$ cat src/rtl/alu_issue_ctrl.sv
// alu_issue_ctrl: four-state issue controller feeding an external ALU from an 8x8 register file
module alu_issue_ctrl (
  input  logic       clk,
  input  logic       reset,
  input  logic       instr_valid,
  input  logic [8:0] instr,
  output logic       instr_ready,
  input  logic       load_en,
  input  logic [2:0] load_reg,
  input  logic [7:0] load_data,
  output logic [7:0] alu_input_a,
  output logic [7:0] alu_input_b,
  output logic [2:0] alu_opcode,
  input  logic [7:0] alu_out,
  input  logic       zero,
  output logic       wb_valid,
  output logic [2:0] wb_reg,
  output logic [7:0] wb_data,
  output logic       zero_flag,
  output logic       busy
);
  typedef enum logic [1:0] {IDLE, READ, EXEC, WB} state_t;
  state_t     r_state;
  logic [8:0] r_instr;
  logic [7:0] r_result;
  logic [7:0] r_rf [8];
  logic [2:0] w_op, w_rd, w_rb;
  assign w_op        = r_instr[8:6];
  assign w_rd        = r_instr[5:3];
  assign w_rb        = r_instr[2:0];
  assign instr_ready = (r_state == IDLE) && !load_en;
  assign busy        = r_state != IDLE;
  assign wb_data     = r_result;
  // sequencer: preload/accept in IDLE, operand fetch, result capture, writeback
  always_ff @(posedge clk) begin
    if (reset) begin
      r_state     <= IDLE;
      r_instr     <= '0;
      r_result    <= '0;
      alu_input_a <= '0;
      alu_input_b <= '0;
      alu_opcode  <= '0;
      wb_valid    <= 1'b0;
      wb_reg      <= '0;
      zero_flag   <= 1'b0;
      for (int i = 0; i < 8; i++) r_rf[i] <= '0;
    end else begin
      case (r_state)
        IDLE: begin
          if (load_en) r_rf[load_reg] <= load_data;
          else if (instr_valid) begin
            r_instr <= instr;
            r_state <= READ;
          end
        end
        READ: begin
          alu_input_a <= r_rf[w_rd];
          alu_input_b <= r_rf[w_rb];
          alu_opcode  <= w_op;
          r_state     <= EXEC;
        end
        EXEC: begin
          r_result  <= alu_out;
          zero_flag <= zero;
          wb_valid  <= 1'b1;
          wb_reg    <= w_rd;
          r_state   <= WB;
        end
        default: begin
          r_rf[w_rd] <= r_result;
          wb_valid   <= 1'b0;
          r_state    <= IDLE;
        end
      endcase
    end
  end
endmodule

$ cat config.mk
export PLATFORM = sky130hd
export DESIGN_NAME = alu_issue_ctrl
export DESIGN_NICKNAME = d
export VERILOG_FILES = /design/src/rtl/alu_issue_ctrl.sv
export SDC_FILE = /design/constraint.sdc
export NUM_CORES = 1
export LEC_CHECK = 0
export BUFFER_PORTS_ARGS = -buffer_cell sky130_fd_sc_hd__buf_2
export CORE_AREA = 2 2 126 128
export CTS_CLUSTER_DIAMETER = 50
export CTS_CLUSTER_SIZE = 24
export DETAILED_ROUTE_END_ITERATION = 7
export DIE_AREA = 0 0 128 130
export SYNTH_ARGS = -nofsm -noshare
export SYNTH_HDL_FRONTEND = slang
export SYNTH_SLANG_ARGS = --single-unit
$ cat constraint.sdc
create_clock -name clk -period 2.1 [get_ports clk]
set_clock_uncertainty 0.15 [all_clocks]
set_input_delay 0.42 -clock clk [delete_from_list [all_inputs] [get_ports clk]]
set_output_delay 0.42 -clock clk [all_outputs]
set_load 0.005 [all_outputs]
==> results.md <==
- Chip height: 130 µm
- Cells along the critical path: inv_1 -> ha_1 -> buf_4 -> inv_1 -> nor2_1 -> buf_2
- Library cells used by synthesis: 37
- Hpwl dp: between 9 and 10 mm
- CTS tree: done
- Final period utilization: 95.0%
- EDFF count, synth: 64
- DR vias: about 3700
- Worst reg2reg path startpoint: r_state[0]$_SDFFE_PP0P_
- DIE WIDTH: 128 µm
- Hold Fails Final Rpt: 0
- Synth Instances: 442
- GP Congestion: between 0.8 and 0.9
- Initial antenna violation count: 0
- WL final: 12.9 mm
- Detail Route Antenna Nets: 0
- Combinational fraction of design power: roughly 14%
- RSZ-0062 raised after global routing: false
- Least-Margin Pin Slew: 0.543 ns
- HP Class: primary input to flop
- Worst hold start: instr[7]
- Inserted Diodes: 0
- Critical path class: flop to output port
- Lkg Pwr: 0.00246 µW
- Max_cap viols: 0
- Worst IR Drop VDD: ~0.38 mV
- CP required: 1.53 ns
- Row cnt: 46
- Biggest register: r_rf
- Root Buffer: clkbuf_16
- Top-area cell type share of the netlist area: 36.4%
- Reg2reg end: r_rf[1][4]$_SDFFCE_PN0P_
- Flop and latch count out of synthesis: 107
- Sw Share: between 20% and 30%
- Final design utilization: 40.0%
- Area Overhead vs Synth: 16.8%
- Nets: 562
- Die area: 0.0166 mm²
- Min Tclk post-route: 1.99 ns
- Average routed wire per standard cell: 17.9 µm
- Via density: 5.09
- # port buffers: between 60 and 70
- Final Non-Filler Cells: 721
- Synth Cell Area: 0.00528 mm²
- Synth Flop Type: edfxtp_1
- PnR worst setup slack: between 0.1 and 0.15 ns
- Sw Pwr: 1170 µW
- List of most frequent post-synthesis cells: nor2_1 (110), mux2i_1 (66), edfxtp_1 (64), dfxtp_1 (43), mux2_2 (33)
- CP dominant cell by count: inv_1
- Fillcell total: between 1000 and 1500
- Total power: around 4700 µW
- Drt first pass iters: 5
- CTS buffer count: 9
- Max Root-Sink Buffers: 2
- Cts hold-fix bufs: 0
- Placeable Area: 0.0154 mm²
- Startpoint types: flop
- All-Layer GR Usage: 16.0%
- Remaining DRCs: 0
- Sequential power share: 50.7%
- Syn Nets: 480
- R2R setup slack: 0.12 ns
- H-tree levels: 3
- Largest net degree at the start of global routing: 44
- Clock share of power: 35.8%
- PD cells: between 700 and 800 mW/mm²
- Slew margin rel.: between 60% and 70%
- Worst Path Max Fanout: 6
- # clock sinks: between 100 and 150
- Worst path bufs/invs: 4
- Total congestion overflow: 0
- Largest register FFs: 64
- Cell family with most CP delay: buffers and inverters
- Max incr delay on CP: 0.36 ns
- Cell taking the most area after synthesis: edfxtp_1
- I/O pin cnt: 67
- Initial core utilization: between 30% and 40%
- # setup viols final: 0
- Syn Area/Cell: between 10 and 15 µm²
- Setup repair bufs after CTS: 0
- Setup TNS: 0 ns
- Ranking of synthesized cells by area: edfxtp_1 (36%), dfxtp_1 (16%), mux2i_1 (13%)
- Cell with the most instances after synthesis: nor2_1
- Slowest library cell on the worst path: dfxtp_2
- Int Power: 3560 µW
- CP Capture Type: output port
- Cells after DPL: just over 700
- Syn. warnings: 0
- Max-slew violations: 0
- Critical path arrival: around 1.4 ns
- Post-synth ARST share: 0%
- Clock Latency Late Sink: 0.35 ns
- Clock transition at path regs: roughly 0.07 ns
- Dpl ws: between 0.07 and 0.08 ns
- Worst-case reg-to-reg path depth: 6
- CP endpoint: instr_ready
- Max Clock Freq: about 0.5 GHz
- Share of cells above drive strength 1: approximately a third
- Worst path depth: 6
- Register area share after synthesis: 52.7%
- Top flop regs: r_rf: 64 flops, r_instr: 9 flops
- Iter 0 DRT Violations: 283
- First-pass GRT wire length: 20.0 mm
- Crit path from: r_state[0]$_SDFFE_PP0P_
- Vias in the first global route: 3569
- Status: finished clean
cells by family after synthesis:
logic type	Yosys count	share of synthesized area (%)
mux	100	19.8
fa+ha+maj	5	1.18
compound gates	55	9.12
simple gates	146	11.9
flops	107	52.7
buf+inv	29	5.36
area by class of cell:
cell class	instances	area [µm²]	share of cell area, %
flip-flops and latches	107	2790	45.1
multi-input cells	306	2220	36.1
repair buffers	97	601	9.73
clock buffers	12	278	4.50
well taps	192	240	3.89
clock inverters	4	30.0	0.487
inverters	3	11.3	0.183
stage by stage:
step / instance area [µm²] / hold slack, ns
after CTS: 6160 / 0.144
after detailed placement: 5850 / 0.330
after floorplan: 5280 / 0.313
after global routing: 6170 / 0.157
after global placement: 5850 / 0.310
final: 6170 / 0.151
power groups by stage:
stage	registers [µW]	logic, µW	clock network [µW]
floorplan	2420	443	0
global placement	2440	628	0
detailed placement	2440	635	0
CTS	2400	640	1730
global route	2410	695	1830
finish	2400	640	1700
how the worst min path moves through the flow:
stage	depth (start not counted)	slack, ns	end
6_report	3	0.15	r_instr[7]$_SDFFE_PP0P_
4_1_cts	3	0.14	r_instr[7]$_SDFFE_PP0P_
5_1_grt	3	0.16	wb_data[5]$_SDFFE_PP0P_
2_1_floorplan	2	0.31	r_instr[6]$_SDFFE_PP0P_
3_3_place_gp	2	0.31	wb_valid$_SDFFE_PP0N_
3_5_place_dp	2	0.33	wb_reg[0]$_SDFFE_PP0P_
worst register-to-register path: cells and delay by family, from the launching register on:
family          cells  cell delay (ns)
flops               1             0.34
compound gates      1             0.16
fa+ha+maj           1             0.29
simple gates        3             0.54
buf+inv             1             0.16
layer usage:
layer  vias up  global-route usage [%]  share of wire [%]
met4         0                    4.72                1.7
li1       1769                       -                  -
met5         -                       0                  0
met3        11                    3.49                6.9
met2       138                    25.4                 46
met1      1755                    22.2                 46
cell usage in the layout, fill, tap and decap left out, drive strengths merged:
| master | synthesis | routed |
|---|---|---|
| nand3b | 1 | 1 |
| a221o | 12 | 12 |
| nand4b | 1 | 1 |
| nand2 | 15 | 15 |
| o22ai | 12 | 12 |
| nand4bb | 1 | 1 |
| nand2b | 13 | 13 |
| o221ai | 4 | 4 |
| clkinv | 0 | 2 |
| clkbuf | 11 | 12 |
| a22oi | 4 | 4 |
| mux2i | 66 | 66 |
| buf | 13 | 97 |
| ha | 5 | 5 |
| a21oi | 4 | 4 |
| o22a | 1 | 1 |
| a21boi | 1 | 1 |
| dfxtp | 43 | 43 |
| edfxtp | 64 | 64 |
| mux2 | 34 | 34 |
| or2b | 1 | 1 |
| a211oi | 16 | 16 |
| nor2 | 110 | 110 |
| nand3 | 1 | 1 |
| inv | 3 | 4 |
| nor2b | 3 | 3 |
| o21ai | 1 | 1 |
| clkinvlp | 0 | 1 |
repair_timing:
| item | in CTS | in global routing |
|---|---|---|
| endpoints found under the hold margin | 0 | 0 |
| resized for setup | 0 | 6 |
| setup endpoints to repair | 0 | 50 |
Note: power is estimated with default switching activity, not from simulation.
